$ cat src/rtl/uart_cmd_pkg.sv
// Shared widths, receive-FSM state type and common response codes for the UART command wrapper.
package uart_cmd_pkg;

    localparam int unsigned CMD_W  = 16;
    localparam int unsigned BYTE_W = 8;

    localparam logic [BYTE_W-1:0] RESP_ACK = 8'hA5;
    localparam logic [BYTE_W-1:0] RESP_NAK = 8'hEE;

    typedef enum logic {
        IDLE    = 1'b0,
        WAIT_LO = 1'b1
    } rx_state_t;

endpackage

$ cat src/rtl/uart_resp_tx.sv
// Response path: launches one response byte through the UART transmitter and reports completion
// on the rising edge of tx_done.
module uart_resp_tx
    import uart_cmd_pkg::*;
(
    input  logic              clk,
    input  logic              rst,
    input  logic              send_resp,
    input  logic [BYTE_W-1:0] resp,
    input  logic              tx_done,
    output logic              trmt,
    output logic [BYTE_W-1:0] tx_data,
    output logic              resp_busy,
    output logic              resp_sent
);

    logic              busy_q, busy_d;
    logic              trmt_q, trmt_d;
    logic              sent_q, sent_d;
    logic              done_q, done_d;
    logic [BYTE_W-1:0] txd_q,  txd_d;

    always_ff @(posedge clk) begin
        if (rst) begin
            busy_q <= 1'b0;
            trmt_q <= 1'b0;
            sent_q <= 1'b0;
            done_q <= 1'b0;
            txd_q  <= '0;
        end else begin
            busy_q <= busy_d;
            trmt_q <= trmt_d;
            sent_q <= sent_d;
            done_q <= done_d;
            txd_q  <= txd_d;
        end
    end

    // Requests arriving while busy are dropped; completion is the first tx_done rise while busy.
    always_comb begin
        busy_d = busy_q;
        trmt_d = 1'b0;
        sent_d = 1'b0;
        txd_d  = txd_q;
        done_d = tx_done;
        if (!busy_q && send_resp) begin
            txd_d  = resp;
            trmt_d = 1'b1;
            busy_d = 1'b1;
        end else if (busy_q && tx_done && !done_q) begin
            sent_d = 1'b1;
            busy_d = 1'b0;
        end
    end

    assign trmt      = trmt_q;
    assign tx_data   = txd_q;
    assign resp_busy = busy_q;
    assign resp_sent = sent_q;

endmodule

$ cat src/rtl/uart_cmd_wrapper.sv
// Assembles 16-bit commands (high byte first) from the UART receiver and wraps the response path.
// Optional inter-byte timeout enabled by defining UART_CMD_TIMEOUT_EN.
module uart_cmd_wrapper
    import uart_cmd_pkg::*;
#(
    parameter int unsigned TIMEOUT_CYCLES = 2_000_000
) (
    input  logic              clk,
    input  logic              rst,
    input  logic              rx_rdy,
    input  logic [BYTE_W-1:0] rx_data,
    output logic              clr_rx_rdy,
    output logic              trmt,
    output logic [BYTE_W-1:0] tx_data,
    input  logic              tx_done,
    output logic [CMD_W-1:0]  cmd,
    output logic              cmd_rdy,
    input  logic              clr_cmd_rdy,
    input  logic              send_resp,
    input  logic [BYTE_W-1:0] resp,
    output logic              resp_busy,
    output logic              resp_sent
);

    if (TIMEOUT_CYCLES < 2) begin : g_bad_timeout
        $error("TIMEOUT_CYCLES must be at least 2");
    end

    rx_state_t         state_q, state_d;
    logic [BYTE_W-1:0] hi_q,    hi_d;
    logic [CMD_W-1:0]  cmd_q,   cmd_d;
    logic              rdy_q,   rdy_d;

`ifdef UART_CMD_TIMEOUT_EN
    localparam int unsigned TMO_W = $clog2(TIMEOUT_CYCLES);
    logic [TMO_W-1:0] tmo_q, tmo_d;
`endif

    always_ff @(posedge clk) begin
        if (rst) begin
            state_q <= IDLE;
            hi_q    <= '0;
            cmd_q   <= '0;
            rdy_q   <= 1'b0;
`ifdef UART_CMD_TIMEOUT_EN
            tmo_q   <= '0;
`endif
        end else begin
            state_q <= state_d;
            hi_q    <= hi_d;
            cmd_q   <= cmd_d;
            rdy_q   <= rdy_d;
`ifdef UART_CMD_TIMEOUT_EN
            tmo_q   <= tmo_d;
`endif
        end
    end

    // Every offered byte is consumed immediately; a completing low byte beats a same-cycle clear.
    always_comb begin
        state_d    = state_q;
        hi_d       = hi_q;
        cmd_d      = cmd_q;
        rdy_d      = rdy_q & ~clr_cmd_rdy;
        clr_rx_rdy = 1'b0;
`ifdef UART_CMD_TIMEOUT_EN
        tmo_d      = tmo_q;
`endif
        case (state_q)
            IDLE: begin
                if (rx_rdy) begin
                    clr_rx_rdy = 1'b1;
                    hi_d       = rx_data;
                    rdy_d      = 1'b0;
                    state_d    = WAIT_LO;
`ifdef UART_CMD_TIMEOUT_EN
                    tmo_d      = '0;
`endif
                end
            end
            WAIT_LO: begin
                if (rx_rdy) begin
                    clr_rx_rdy = 1'b1;
                    cmd_d      = {hi_q, rx_data};
                    rdy_d      = 1'b1;
                    state_d    = IDLE;
                end
`ifdef UART_CMD_TIMEOUT_EN
                else if (tmo_q == TMO_W'(TIMEOUT_CYCLES - 1)) begin
                    hi_d    = '0;
                    state_d = IDLE;
                end else begin
                    tmo_d = tmo_q + TMO_W'(1);
                end
`endif
            end
            default: state_d = IDLE;
        endcase
    end

    assign cmd     = cmd_q;
    assign cmd_rdy = rdy_q;

    uart_resp_tx u_resp_tx (
        .clk       (clk),
        .rst       (rst),
        .send_resp (send_resp),
        .resp      (resp),
        .tx_done   (tx_done),
        .trmt      (trmt),
        .tx_data   (tx_data),
        .resp_busy (resp_busy),
        .resp_sent (resp_sent)
    );

endmodule
$ cat config.mk
export PLATFORM = sky130hd
export DESIGN_NAME = uart_cmd_wrapper
export DESIGN_NICKNAME = d
export VERILOG_FILES = /design/src/rtl/uart_cmd_pkg.sv /design/src/rtl/uart_resp_tx.sv /design/src/rtl/uart_cmd_wrapper.sv
export SDC_FILE = /design/constraint.sdc
export NUM_CORES = 1
export LEC_CHECK = 0
export BUFFER_PORTS_ARGS = -buffer_cell sky130_fd_sc_hd__buf_2
export CAP_MARGIN = 10
export CORE_MARGIN = 2
export CORE_UTILIZATION = 45
export CTS_CLUSTER_SIZE = 10
export DETAILED_ROUTE_END_ITERATION = 10
export PLACE_DENSITY = 0.73
export SETUP_SLACK_MARGIN = 0.05
export SLEW_MARGIN = 20
export SYNTH_ARGS = -nofsm -noshare
export SYNTH_HDL_FRONTEND = slang
export SYNTH_SLANG_ARGS = --single-unit
$ cat constraint.sdc
create_clock -name clk -period 1.7 [get_ports clk]
set_clock_uncertainty 0.05 [all_clocks]
set_input_delay 0.34 -clock clk [delete_from_list [all_inputs] [get_ports clk]]
set_output_delay 0.34 -clock clk [all_outputs]
set_load 0.02 [all_outputs]
Yosys cells after proc, flatten, opt, wreduce, memory -nomap -nowiden
Cells that the tools add are included.
- word-level logic and storage cells: 31
- input bits: 22
- register bits: 38
- output and inout bits: 29
- bitwise logic cells: 3
- reduce and logical (&&, ||, !) cells: 9
- multiplexer cells: 10
- operators with widths (operator ; count):
    $mux 1 ; 8
    $pmux 1 s2 ; 2
    $reduce_and 2->1 ; 2
    $logic_and 1x1->1 ; 3
    $logic_not 1->1 ; 2
    $not 1->1 ; 2
    $reduce_bool 2->1 ; 1
    $reduce_or 2->1 ; 1
    $and 1x1->1 ; 1

Longest topological paths before layout
Gate-level depths: netlist of the first run.
- word-level depth: 4
- mapped depth: 5
- gate-level depth less buffers: 4

Cells and area by module
Synthesis of the first run repeated with hierarchy kept, for this count alone.
- cell total of the unflattened synthesis: 133
- area total of the unflattened synthesis: 1448.9 um2
- by module, submodules not included (module ; cells each ; area an instance (um2) ; sequential area each (um2) ; instances):
    uart_cmd_wrapper ; 88 ; 962.2 ; 520.5 ; 1
    uart_resp_tx ; 45 ; 486.7 ; 240.2 ; 1

Worst setup path before layout of the first run
No wires, ideal clock.
- kind: in2reg
- start point: in rx_rdy
- end point: reg cmd_q[0], in the netlist cmd[0]
- data required time: 1.536 ns
- setup time: 0.114 ns
- buffers on the path: 2
- data arrival time: 1.001 ns
- path slack: 0.535 ns
- cell stages on the path: 5
- path through: ha_1 -> buf_4 -> buf_6 -> mux2i_1 -> nor2_1
- word-level cells in the longest chain between the ends: 1
- ends and longest elaborated chain (element ; line ; RTL):
    start: declaration ; uart_cmd_wrapper.sv:10 ; input logic rx_rdy,
    $reduce_and 2->1 (no source line) ; -- ;
    end signal: assignment ; uart_cmd_wrapper.sv:51 ; cmd_q <= cmd_d;
    end: declaration ; uart_cmd_wrapper.sv:31 ; logic [CMD_W-1:0] cmd_q, cmd_d;
No other way between the ends.
A chain may end at the register's enable or synchronous reset.

Worst setup path in the final report of the first run
- start point: reg u_resp_tx.busy_q, in the netlist u_resp_tx.resp_busy
- end point: out resp_busy
- RTL lines (element ; line ; RTL):
    start: declaration ; uart_resp_tx.sv:17 ; logic busy_q, busy_d;
    start signal: assignment ; uart_resp_tx.sv:31 ; busy_q <= busy_d;
    end: declaration ; uart_cmd_wrapper.sv:21 ; output logic resp_busy,
No word-level cell between the ends.

==> results of run 1 <==
[area by class of cell]
class,count,area (um2),share of cell area [%]
sequential,38,760.7,43.21
multi-input combinational,84,604.3,34.33
timing repair buffer,53,272.8,15.49
clock buffer,7,55.05,3.127
tap,44,55.05,3.127
inverter,2,7.507,0.4264
clock inverter,1,5.005,0.2843
[stage by stage]
stage	total power [mW]	worst slack (ns)
floorplan	1.148	0.5346
finish	1.668	0.1660
detailed placement	1.217	0.3282
CTS	1.695	0.1531
global route	1.764	0.07086
global placement	1.209	0.3874
[cells by family (layout without fill, tap and decap cells)]
| family | after synthesis | count (layout) |
|---|---|---|
| compound gates | 10 | 10 |
| fa+ha+maj | 2 | 2 |
| buf+inv | 11 | 63 |
| flops | 38 | 38 |
| mux | 24 | 24 |
| simple gates | 48 | 48 |
[power groups by stage]
stage               sequential [mW]  clock, mW  combinational (mW)
floorplan                      1.01          0               0.134
global placement              0.981          0               0.228
detailed placement            0.983          0               0.234
CTS                           0.964      0.497               0.234
global route                  0.970      0.540               0.254
finish                        0.963      0.473               0.232
[state kept, by name, summed over array words and instances, names as in the netlist]
| register | count |
|---|---|
| cmd | 16 |
| hi_q | 8 |
| u_resp_tx.tx_data | 8 |
| cmd_rdy | 1 |
| state_q | 1 |
| u_resp_tx.done_q | 1 |
| u_resp_tx.resp_busy | 1 |
| u_resp_tx.resp_sent | 1 |
| u_resp_tx.trmt | 1 |
[layer usage]
layer,global-route usage (%),vias to the layer above,routed length (um)
met4,6.522,0,43
met5,0,-,0
met3,7.463,5,216
met2,26.73,39,1204
met1,17.77,476,1194
li1,-,549,-
[cells in the mapped netlist]
cell type and number:
dfxtp_1 38, nor2_1 26, mux2i_1 24, nand2b_1 8, nand4bb_1 8, o21ai_1 8, buf_6 6, buf_4 2
ha_1 2, inv_1 2, nor2b_1 2, a21oi_1 1, a311oi_2 1, and2b_4 1, and3_1 1, clkbuf_2 1
nand2_1 1, or3b_1 1
[worst register-to-register path: stages, from the launching register on]
cell	delay (ns)
dfxtp_1	0.36
ha_1	0.14
buf_4	0.27
mux2i_1	0.25
nor2_1	0.05
[worst max-delay path by stage]
stage / endpoint / slack (ns) / cells after the start
floorplan: cmd[0] / 0.53 / 5
global placement: cmd[6] / 0.39 / 5
detailed placement: cmd[0] / 0.33 / 5
CTS: resp_busy / 0.15 / 1
global route: resp_busy / 0.07 / 1
finish: resp_busy / 0.17 / 1
==> flow_metrics.env, run 1 <==
export IMPL_outcome="complete, no violations"
export IMPL_p_clk_share_pct=28.4
export IMPL_dieHeight_um=60.96
export IMPL_numCtsBuffers=5
export IMPL_final_common_cell="buf_2"
export IMPL_post_route_period_util_pct=90.24
export IMPL_setup_viol=0
export IMPL_rsz0062_at_grt="no"
export IMPL_internal_power_mw=1.241
export IMPL_final_cell_mix="buf_2, dfxtp_1, nor2_1"
export IMPL_post_cts_setup_buffers=0
export IMPL_yosys_area_share_xor_xnor_pct=0
export IMPL_syn2layout_area_growth_pct=20.57
export IMPL_hp_start="tx_done"
export IMPL_synth_top_family_by_area="simple AND/OR/NAND/NOR gates"
export IMPL_io_buffer_count=50
export IMPL_drv_slew=0
export IMPL_startpoint="u_resp_tx.resp_busy"
export IMPL_ctsLongestPathBuffers=2
export IMPL_grt_first_pass_wirelength_um=4326
export IMPL_power_density_nw_per_um2=947.4
export IMPL_drt_iter0_drc=34
export IMPL_die_w_um=60.96
export IMPL_grt_start_max_net_pins=32
export IMPL_reg2reg_to="cmd[0]"
export IMPL_synth_area_um2=1460
export IMPL_cts_hold_buf=0
export IMPL_synth_fa_ha_area_share_pct=1.714
export IMPL_dp_cells=221
export IMPL_power_combinational_fraction_pct=13.9
export IMPL_setup_tns_ns=0
export IMPL_rows=20
export IMPL_antenna_found_initial=0
export IMPL_start_kind="register"
export IMPL_htree_levels=2
export IMPL_routed_wl_um=2659
export IMPL_cp_num_buf_inv=1
export IMPL_fmax_mhz=651.9
export IMPL_fillers=299
export IMPL_drv_cap=0
export IMPL_required_ns=1.31
export IMPL_drive_gt1_share_pct=33.51
export IMPL_ys_seq_elements=38
export IMPL_worstPathArrival_ns=1.14
export IMPL_synthSimpleGateAreaFrac_pct=19.11
export IMPL_slew_headroom_pct=70.35
export IMPL_max_vdd_ir_drop_mv=0.4981
export IMPL_reg2reg_slack_ns=0.46
export IMPL_min_path_type="in -> reg"
export IMPL_max_slew_worst_pin_slew_ns=0.4447
export IMPL_crit_family="flip-flops"
export IMPL_path_class="reg -> out"
export IMPL_vias=1069
export IMPL_diodes=0
export IMPL_crit_path_top_delay_cell="dfxtp_1"
export IMPL_drt_pass1_iter_count=4
export IMPL_start_util_pct=47.44
export IMPL_placed_cell_area_um2=1700
export IMPL_worst_r2r_path_depth=4
export IMPL_yosys_warnings=0
export IMPL_synth_area_top_cells="dfxtp_1, mux2i_1, nor2_1"
export IMPL_r2r_start="state_q"
export IMPL_dieArea_um2=3716
export IMPL_drc=0
export IMPL_power_share_switching_pct=25.60
export IMPL_avgSynthCellArea_um2=10.98
export IMPL_cp_max_fo=13
export IMPL_hold_depth=2
export IMPL_p_leak_nw=0.8000
export IMPL_hpwl_um=1901
export IMPL_cts_tree="built"
export IMPL_hold_ws_ns=0.1774
export IMPL_layout_min_cycle_time_ns=1.534
export IMPL_wire_per_inst_um=11.61
export IMPL_grt_total_usage_pct=16.06
export IMPL_nets=208
export IMPL_io_pins=51
export IMPL_insertion_delay_ns=0.34
export IMPL_drtAntennaViolNets=0
export IMPL_path_cells="buf_2"
export IMPL_synth_top_area_share_pct=52.10
export IMPL_worst_setup_path_end_kind="primary output"
export IMPL_clock_sinks=38
export IMPL_clk_pin_slew_ns=0.10
export IMPL_core_um2=3078
export IMPL_viasPerCell=4.668
export IMPL_synthMuxAreaShare_pct=16.45
export IMPL_final_area_um2=1760
export IMPL_root_buffer="clkbuf_4"
export IMPL_synth_cell_type_count=18
export IMPL_seq_power_share_pct=57.7
export IMPL_yosysTopAreaCell="dfxtp_1"
export IMPL_p_sw_mw=0.4269
export IMPL_fin_util_pct=57.20
export IMPL_synth_nets=157
export IMPL_hold_violations=0
export IMPL_first_global_vias=1034
export IMPL_cts_resized=0
export IMPL_place_gp_congestion=0.6821
export IMPL_grt_ovfl_total=0
export IMPL_yosysSeqAreaShare_pct=52.10
export IMPL_synth_compound_area_share_pct=4.113
export IMPL_slowest_delay_ns=0.56
export IMPL_final_cells=229
export IMPL_synthCells=133
export IMPL_holdPathEnd="u_resp_tx.resp_busy"
(Power assumes the default switching activity.)
==> inputs of run 2 (changes only) <==
--- a/config.mk
+++ b/config.mk
@@ -5,13 +5,12 @@
 export SDC_FILE = /design/constraint.sdc
 export NUM_CORES = 1
 export LEC_CHECK = 0
-export BUFFER_PORTS_ARGS = -buffer_cell sky130_fd_sc_hd__buf_2
 export CAP_MARGIN = 10
 export CORE_MARGIN = 2
 export CORE_UTILIZATION = 45
 export CTS_CLUSTER_SIZE = 10
 export DETAILED_ROUTE_END_ITERATION = 10
-export PLACE_DENSITY = 0.73
+export DONT_BUFFER_PORTS = 1
 export SETUP_SLACK_MARGIN = 0.05
 export SLEW_MARGIN = 20
 export SYNTH_ARGS = -nofsm -noshare
==> run 2 against run 1 <==
  * Sequential power rose by 4%
  * Register-to-register slack got worse by 0.10 ns
  * Clock-buffer cell count fell by 2
  * Critical path depth grew 1
  * Via count down 16%
  * Power down 7.2%
  * Global-route usage fell by 1.4 points
  * Worst hold slack worse by 0.10 ns
  * Clock power down 13%
==> flow_metrics.env, run 2 (synthesis results as in run 1) <==
export IMPL_insertion_delay_ns=0.33
export IMPL_slew_headroom_pct=34.08
export IMPL_numCtsBuffers=5
export IMPL_max_slew_worst_pin_slew_ns=0.9856
export IMPL_fillers=308
export IMPL_dieHeight_um=60.96
export IMPL_final_common_cell="dfxtp_1"
export IMPL_p_sw_mw=0.3927
export IMPL_core_um2=3078
export IMPL_cp_num_buf_inv=1
export IMPL_outcome="complete, no violations"
export IMPL_worstPathArrival_ns=1.65
export IMPL_vias=894
export IMPL_grt_ovfl_total=0
export IMPL_grt_start_max_net_pins=28
export IMPL_io_buffer_count=0
export IMPL_setup_tns_ns=0
export IMPL_grt_first_pass_wirelength_um=3774
export IMPL_syn2layout_area_growth_pct=3.428
export IMPL_path_cells="dlygate4sd3_1 -> nor2_1"
export IMPL_clk_pin_slew_ns=0.10
export IMPL_drt_iter0_drc=39
export IMPL_p_leak_nw=0.5630
export IMPL_wire_per_inst_um=13.93
export IMPL_slowest_delay_ns=1.18
export IMPL_drv_cap=0
export IMPL_drt_pass1_iter_count=4
export IMPL_place_gp_congestion=0.6687
export IMPL_die_w_um=60.96
export IMPL_layout_min_cycle_time_ns=1.508
export IMPL_largest_reg_flops=16
export IMPL_htree_levels=2
export IMPL_ctsLongestPathBuffers=2
export IMPL_post_cts_setup_buffers=0
export IMPL_power_share_switching_pct=25.36
export IMPL_reg2reg_slack_ns=0.36
export IMPL_antenna_found_initial=0
export IMPL_worst_setup_path_end_kind="register"
export IMPL_drive_gt1_share_pct=8.148
export IMPL_start_kind="input port"
export IMPL_fin_util_pct=49.07
export IMPL_hpwl_um=1675
export IMPL_clock_sinks=38
export IMPL_cts_tree="built"
export IMPL_cp_max_fo=27
export IMPL_nets=159
export IMPL_final_cell_mix="dfxtp_1, nor2_1, mux2i_1"
export IMPL_internal_power_mw=1.155
export IMPL_hp_start="tx_done"
export IMPL_min_path_type="in -> reg"
export IMPL_io_pins=51
export IMPL_power_combinational_fraction_pct=8.7
export IMPL_dieArea_um2=3716
export IMPL_rsz0062_at_grt="no"
export IMPL_drc=0
export IMPL_start_util_pct=47.44
export IMPL_crit_path_top_delay_cell="dlygate4sd3_1"
export IMPL_holdPathEnd="u_resp_tx.resp_busy"
export IMPL_diodes=0
export IMPL_power_density_nw_per_um2=1025
export IMPL_post_route_period_util_pct=88.73
export IMPL_routed_wl_um=2493
export IMPL_max_vdd_ir_drop_mv=0.4076
export IMPL_first_global_vias=819
export IMPL_setup_viol=0
export IMPL_drv_slew=0
export IMPL_root_buffer="clkbuf_4"
export IMPL_drtAntennaViolNets=0
export IMPL_required_ns=1.84
export IMPL_p_clk_share_pct=26.7
export IMPL_viasPerCell=4.994
export IMPL_grt_total_usage_pct=14.69
export IMPL_fmax_mhz=663.0
export IMPL_seq_power_share_pct=64.6
export IMPL_r2r_start="state_q"
export IMPL_crit_family="buffers and inverters"
export IMPL_rows=20
export IMPL_worst_r2r_path_depth=4
export IMPL_hold_depth=1
export IMPL_hold_violations=0
export IMPL_path_class="in -> reg"
export IMPL_reg2reg_to="hi_q[3]"
-- run 2: worst max path at each step --
| stage | slack, ns | to | startpoint | cells past startpoint |
|---|---|---|---|---|
| final | 0.19 | hi_q[2] | rst | 2 |
| after global routing | 0.11 | cmd[8] | rst | 2 |
| after CTS | 0.18 | cmd[1] | rst | 2 |
| after detailed placement | 0.40 | hi_q[3] | state_q | 4 |
| after global placement | 0.47 | hi_q[7] | state_q | 4 |
| after floorplan | 0.53 | cmd[0] | rx_rdy | 5 |
-- run 2: timing repair --
item,4_1_cts,5_1_grt
resized for setup,0,0
endpoints found under the hold margin,27,2
hold buffers,1,1
-- run 2: routing by layer --
| metal | up-vias | track usage [%] | part of all wire [%] |
|---|---|---|---|
| met5 | - | 0 | 0 |
| met4 | 0 | 5.590 | 1.1 |
| met3 | 3 | 9.808 | 9.8 |
| met2 | 34 | 18.59 | 42 |
| met1 | 404 | 19.58 | 47 |
| li1 | 453 | - | - |
-- run 2: power groups by stage --
stage / clock (mW) / sequential, mW / combinational [mW]
6_report: 0.413 / 1.00 / 0.134
5_1_grt: 0.484 / 1.01 / 0.150
4_1_cts: 0.445 / 1.00 / 0.134
3_5_place_dp: 0 / 1.02 / 0.122
3_3_place_gp: 0 / 1.02 / 0.118
2_1_floorplan: 0 / 1.01 / 0.134
-- run 2: final cells by class --
class / count / area, um2 / area share, %
Timing Repair Buffer: 4 / 35.03 / 2.320
Multi-Input combinational cell: 84 / 604.3 / 40.02
Clock inverter: 2 / 10.01 / 0.6628
Clock buffer: 5 / 37.54 / 2.485
Inverter: 2 / 7.507 / 0.4971
Tap cell: 44 / 55.05 / 3.645
Sequential cell: 38 / 760.7 / 50.37
-- run 2: per-stage QoR --
step / power (mW) / std cells / hold WS [ns] / setup slack, ns / instance area, um2
5_1_grt: 1.642 / 179 / 0.03599 / 0.1075 / 1510
2_1_floorplan: 1.148 / 133 / 0.3972 / 0.5346 / 1460
4_1_cts: 1.581 / 178 / 0.0002357 / 0.1814 / 1500
3_3_place_gp: 1.139 / 170 / 0.3621 / 0.4659 / 1443
3_5_place_dp: 1.144 / 170 / 0.3626 / 0.3979 / 1443
6_report: 1.548 / 179 / 0.07404 / 0.1917 / 1510
